## config.mk

```make
export PLATFORM = sky130hd
export DESIGN_NAME = seq_nextstate_reg_flat
export DESIGN_NICKNAME = d
export VERILOG_FILES = /design/src/rtl/seq_nextstate_reg_if.sv /design/src/rtl/seq_nextstate_reg.sv /design/src/flat_wrapper.sv
export SDC_FILE = /design/constraint.sdc
export NUM_CORES = 1
export LEC_CHECK = 0
export BUFFER_PORTS_ARGS = -buffer_cell sky130_fd_sc_hd__buf_2
export CELL_PAD_IN_SITES_DETAIL_PLACEMENT = 2
export CELL_PAD_IN_SITES_GLOBAL_PLACEMENT = 2
export CORE_AREA = 4 4 41 43
export CTS_BUF_LIST = sky130_fd_sc_hd__clkbuf_16
export CTS_CLUSTER_SIZE = 24
export DETAILED_ROUTE_END_ITERATION = 8
export DIE_AREA = 0 0 45 47
export HOLD_SLACK_MARGIN = 0.08
export PLACE_DENSITY_LB_ADDON = 0.1
export SLEW_MARGIN = 20
export SYNTH_ARGS = -nofsm -noshare
export SYNTH_HDL_FRONTEND = slang
export SYNTH_SLANG_ARGS = --single-unit
```

## constraint.sdc

```tcl
create_clock -name clk -period 2.3 [get_ports clk]
set_input_delay 0.23 -clock clk [delete_from_list [all_inputs] [get_ports clk]]
set_output_delay 0.23 -clock clk [all_outputs]
set_load 0.03 [all_outputs]
```

## src/rtl/seq_nextstate_reg_if.sv

```systemverilog
// Bus bundle for the "1101" detector: serial input side plus state/flag outputs.
// SEQ_HIT_CNT_EN adds the hit_cnt signal.
`timescale 1ns/1ps
interface seq_nextstate_reg_if
`ifdef SEQ_HIT_CNT_EN
   #(parameter int unsigned CNT_W = 8)
`endif
   ;
   logic       in;
   logic       in_valid;
   logic       clr;
   logic [1:0] currstate;
   logic       in_s;
   logic       vld_s;
   logic       hit;
`ifdef SEQ_HIT_CNT_EN
   logic [CNT_W-1:0] hit_cnt;

   modport master (output in, in_valid, clr,
                   input  currstate, in_s, vld_s, hit, hit_cnt);
   modport slave  (input  in, in_valid, clr,
                   output currstate, in_s, vld_s, hit, hit_cnt);
`else
   modport master (output in, in_valid, clr,
                   input  currstate, in_s, vld_s, hit);
   modport slave  (input  in, in_valid, clr,
                   output currstate, in_s, vld_s, hit);
`endif
endinterface

```

## src/rtl/seq_nextstate_reg.sv

```systemverilog
// Input synchronizer, next-state logic and state register of the overlapping "1101" Mealy detector.
// Define SEQ_HIT_CNT_EN to add the saturating hit counter (hit_cnt).
`timescale 1ns/1ps
module seq_nextstate_reg #(
   parameter int unsigned SYNC_STAGES = 2
`ifdef SEQ_HIT_CNT_EN
   , parameter int unsigned CNT_W = 8
`endif
) (
   input logic                clk,
   input logic                reset,
   seq_nextstate_reg_if.slave bus
);

   localparam logic [1:0] S0 = 2'b00;
   localparam logic [1:0] S1 = 2'b01;
   localparam logic [1:0] S2 = 2'b10;
   localparam logic [1:0] S3 = 2'b11;

   logic [SYNC_STAGES-1:0] in_sync_q;
   logic [SYNC_STAGES-1:0] in_sync_d;
   logic [SYNC_STAGES-1:0] vld_sync_q;
   logic [SYNC_STAGES-1:0] vld_sync_d;
   logic [1:0]             state_q;
   logic [1:0]             state_d;
   logic                   hit_q;
   logic                   hit_d;
   logic                   in_s;
   logic                   vld_s;
   logic                   det;

   // Synchronizer chain: stage 0 samples the async pins, last stage feeds the FSM.
   always_comb begin
      in_sync_d     = in_sync_q;
      vld_sync_d    = vld_sync_q;
      in_sync_d[0]  = bus.in;
      vld_sync_d[0] = bus.in_valid;
      for (int unsigned i = 1; i < SYNC_STAGES; i++) begin
         in_sync_d[i]  = in_sync_q[i-1];
         vld_sync_d[i] = vld_sync_q[i-1];
      end
   end

   assign in_s  = in_sync_q[SYNC_STAGES-1];
   assign vld_s = vld_sync_q[SYNC_STAGES-1];

   // Next state and detection; clr overrides stepping and discards a same-cycle detect.
   always_comb begin
      state_d = state_q;
      det     = vld_s & (state_q == S3) & in_s;
      if (vld_s) begin
         case (state_q)
            S0: state_d = in_s ? S1 : S0;
            S1: state_d = in_s ? S2 : S0;
            S2: state_d = in_s ? S2 : S3;
            S3: state_d = in_s ? S1 : S0;
         endcase
      end
      if (bus.clr) begin
         state_d = S0;
      end
      hit_d = det & ~bus.clr;
   end

   always_ff @(posedge clk or posedge reset) begin
      if (reset) begin
         in_sync_q  <= '0;
         vld_sync_q <= '0;
         state_q    <= S0;
         hit_q      <= 1'b0;
      end else begin
         in_sync_q  <= in_sync_d;
         vld_sync_q <= vld_sync_d;
         state_q    <= state_d;
         hit_q      <= hit_d;
      end
   end

   assign bus.currstate = state_q;
   assign bus.in_s      = in_s;
   assign bus.vld_s     = vld_s;
   assign bus.hit       = hit_q;

`ifdef SEQ_HIT_CNT_EN
   localparam logic [CNT_W-1:0] CNT_MAX = '1;

   logic [CNT_W-1:0] cnt_q;
   logic [CNT_W-1:0] cnt_d;

   // Saturating detection count; stops at all-ones instead of wrapping.
   always_comb begin
      cnt_d = cnt_q;
      if (bus.clr) begin
         cnt_d = '0;
      end else if (det && (cnt_q != CNT_MAX)) begin
         cnt_d = cnt_q + CNT_W'(1);
      end
   end

   always_ff @(posedge clk or posedge reset) begin
      if (reset) begin
         cnt_q <= '0;
      end else begin
         cnt_q <= cnt_d;
      end
   end

   assign bus.hit_cnt = cnt_q;
`endif

endmodule
```

## src/flat_wrapper.sv

```systemverilog
// flat-port wrapper written by rule: the top's interface ports become plain ports
module seq_nextstate_reg_flat 
#(
   parameter int unsigned SYNC_STAGES = 2

)
  (clk, reset, bus_in, bus_in_valid, bus_clr, bus_currstate, bus_in_s, bus_vld_s, bus_hit);
  seq_nextstate_reg_if bus_i ();
  input logic clk;
  input logic reset;
  input wire logic [$bits(bus_i.in)-1:0] bus_in;
  input wire logic [$bits(bus_i.in_valid)-1:0] bus_in_valid;
  input wire logic [$bits(bus_i.clr)-1:0] bus_clr;
  output wire logic [$bits(bus_i.currstate)-1:0] bus_currstate;
  output wire logic [$bits(bus_i.in_s)-1:0] bus_in_s;
  output wire logic [$bits(bus_i.vld_s)-1:0] bus_vld_s;
  output wire logic [$bits(bus_i.hit)-1:0] bus_hit;
  assign bus_i.in = bus_in;
  assign bus_i.in_valid = bus_in_valid;
  assign bus_i.clr = bus_clr;
  assign bus_currstate = bus_i.currstate;
  assign bus_in_s = bus_i.in_s;
  assign bus_vld_s = bus_i.vld_s;
  assign bus_hit = bus_i.hit;
  seq_nextstate_reg #(.SYNC_STAGES(SYNC_STAGES)) u_core (.clk(clk), .reset(reset), .bus(bus_i));
endmodule
```

==> impl_results.md <==
- Tightest Pin Transition: approximately 0.28 ns
- Critical path arrival: approximately 1.3 ns
- Die width: ~45 µm
- Most frequent cells in the layout: buf_2, dfrtp_1, inv_1
- Clk_skew: approximately 0.0022 ns
- Max-cap viol count: 0
- Most common cell after layout, fill and taps aside: buf_2
- Setup WS pre-CTS: 1.158 ns
- Initial Util: 0.2173
- TritonRoute pass-1 iters: 2
- Ant diodes: 0
- Io pins: 10
- Initial antenna violation count: 0
- CTS H-Tree Depth: 1
- Tcrit/Tclk final: 0.5044
- Status: complete, no violations
- CP bufs+invs: 1
- Post-Layout Cell Count: 49
- Slowest CP cell: dfrtp_1
- Clock sink count: 7
- Final WL: 640 µm
- Fin Hold WS: 0.1092 ns
- Fill cell count: roughly 150
- RSZ-0062 raised after global routing: false
- Max Clk Rate: about 0.86 GHz
- Final Power: between 400 and 500 µW
- DP HPWL: ~500 µm
- CTS max path bufs: 2
- CTS tree: done
- Peak supply drop: a little under 0.0008 V
- #FFs+latches synth: 7
- Synthesized Nets: 28
- Crit-path max cell delay: between 0.4 and 0.5 ns
- CTS buffer count: 3
- PortBufs: 9
- Worst EP required: about 2.4 ns
- Largest net degree at the start of global routing: 8
- Vias/cell: roughly 4.1
- Starting DRT DRC Count: 2
- Worst setup EP type: flip-flop
- Detail Route Antenna Nets: 0
- Tot GR Track Use: 0.08519
- Top delay family on crit path: flip-flops
- Tmin final: 1.160 ns
- Pwr per Cell Area: roughly 1100 mW/mm²
- Die footprint: approximately 0.0021 mm²
- Clock transition at path regs: about 0.040 ns
- Setup crit start kind: flip-flop
- Final slew viol count: 0
- GRT Residual Overflow: 0
- Layout cells sized above 1: 0.4118
- Cell Count Post-Placement: 44
- Area delta synth->final: 53.98%
- Rows: 13
- CTS root buffer: clkbuf_16
- Final setup viols: 0
- Cell area after synthesis: approximately 280 µm²
- Netlist cell types: 8
- DRC Markers: 0
- Synth Warn #: 0
- DR WL/cell: between 10 and 15 µm
- Syn Inst Count: 20
- Hold Fails Final Rpt: 0
- Core Footprint: 0.001301 mm²
- Fin nets: 43
- Hold WC Path Type: in -> reg
- Worst slew margin: 0.8164
- Global-route wire length before repair: between 1000 and 1500 µm
- Worst path cell trace: inv_1 -> ha_1 -> mux2i_1 -> a211oi_1
- Chip height: around 47 µm
- Setup Fix Bufs, Post-CTS: 0
- Vias in the first global route: ~250
- Worst skew pair latency: ~0.23 ns
- Leak pwr: 0.2281 nW
- Via count: around 200
- PnR worst setup slack: around 1.1 ns
- Max FO, Critical Path: 5
- Crit Path Category: reg -> reg
- Setup TNS: 0 ns
- Register area share after synthesis: 0.6195
- Mean cell area of the mapped netlist: around 14 µm²
- Routability cong.: slightly below 0.7
registers in the layout, summed over array words and instances (netlist names):
name / flops
u_core.vld_sync_q: 2
u_core.bus.hit: 1
u_core.in_sync_q: 2
u_core.bus.currstate: 2
routing by layer:
metal / wire [µm] / global-route usage / vias up
met5: 0 / 0 / -
met4: 0 / 0.05263 / 0
met3: 72 / 0.07280 / 0
met2: 312 / 0.1243 / 10
met1: 255 / 0.08140 / 98
li1: - / - / 93
layout make-up:
cell class / count / area [µm²] / area share
Clock inverter: 1 / 3.754 / 0.008621
Sequential cell: 7 / 175.2 / 0.4023
Timing Repair Buffer: 10 / 55.05 / 0.1264
Multi-Input combinational cell: 10 / 96.34 / 0.2213
Inverter: 3 / 11.26 / 0.02586
Clock buffer: 3 / 75.07 / 0.1724
Tap cell: 15 / 18.77 / 0.04310
kinds of logic after synthesis:
group | Yosys count | share of synthesized area
buffers and inverters | 3 | 0.03982
multiplexers | 2 | 0.07080
AND/OR/NAND/NOR | 3 | 0.06638
flip-flops | 7 | 0.6195
adder cells (fa/ha/maj) | 3 | 0.1328
AO/OA/AOI/OAI | 2 | 0.07080
power breakdown:
group | internal, mW | leakage [nW] | switching (mW)
logic | 0.0138 | 0.0990 | 0.0216
clock network | 0.226 | 0.0423 | 0.0626
registers | 0.130 | 0.0868 | 0.00687
total | 0.370 | 0.228 | 0.0911
path summary, 6_finish.rpt:
kind	cells after the start	slack [ns]	endpoint	startpoint
setup / recovery	4	1.14	u_core.bus.currstate[1]$_DFFE_PP0P_	u_core.bus.currstate[1]$_DFFE_PP0P_
hold / removal	1	0.11	u_core.in_sync_q[0]$_DFF_PP0_	bus_in
setup reg to reg	4	1.14	u_core.bus.currstate[1]$_DFFE_PP0P_	u_core.bus.currstate[1]$_DFFE_PP0P_
hold reg to reg	0	0.34	u_core.in_sync_q[1]$_DFF_PP0_	u_core.in_sync_q[0]$_DFF_PP0_
max in group asynchronous	3	1.61	u_core.bus.currstate[0]$_DFFE_PP0P_	reset
min in group asynchronous	3	0.48	u_core.vld_sync_q[1]$_DFF_PP0_	reset
through the flow:
stage          cell area, µm²    util
2_1_floorplan           282.8       -
3_3_place_gp            346.6  0.2663
3_5_place_dp            346.6  0.2663
4_1_cts                 435.4  0.3346
5_1_grt                 435.4  0.3346
6_report                435.4  0.3346
cells in the mapped netlist:
cell      instances  area, µm²
and4b_2           1      11.26
nor2_1            2      7.510
a211oi_2          1      12.51
dfrtp_1           7      175.2
inv_1             3      11.26
mux2i_1           2      20.02
ha_1              3      37.54
a211oi_1          1      7.510
repair_timing:
| action | 4_1_cts | 5_1_grt |
|---|---|---|
| resized for setup | 0 | 0 |
| endpoints found under the hold margin | 7 | 0 |
| hold buffers | 1 | 0 |
worst register-to-register path, stage by stage (launching register included):
cell and delay [ns]:
dfrtp_1 0.41, inv_1 0.08, ha_1 0.20, mux2i_1 0.12
a211oi_1 0.25
Power figures use the tool's default switching activity.
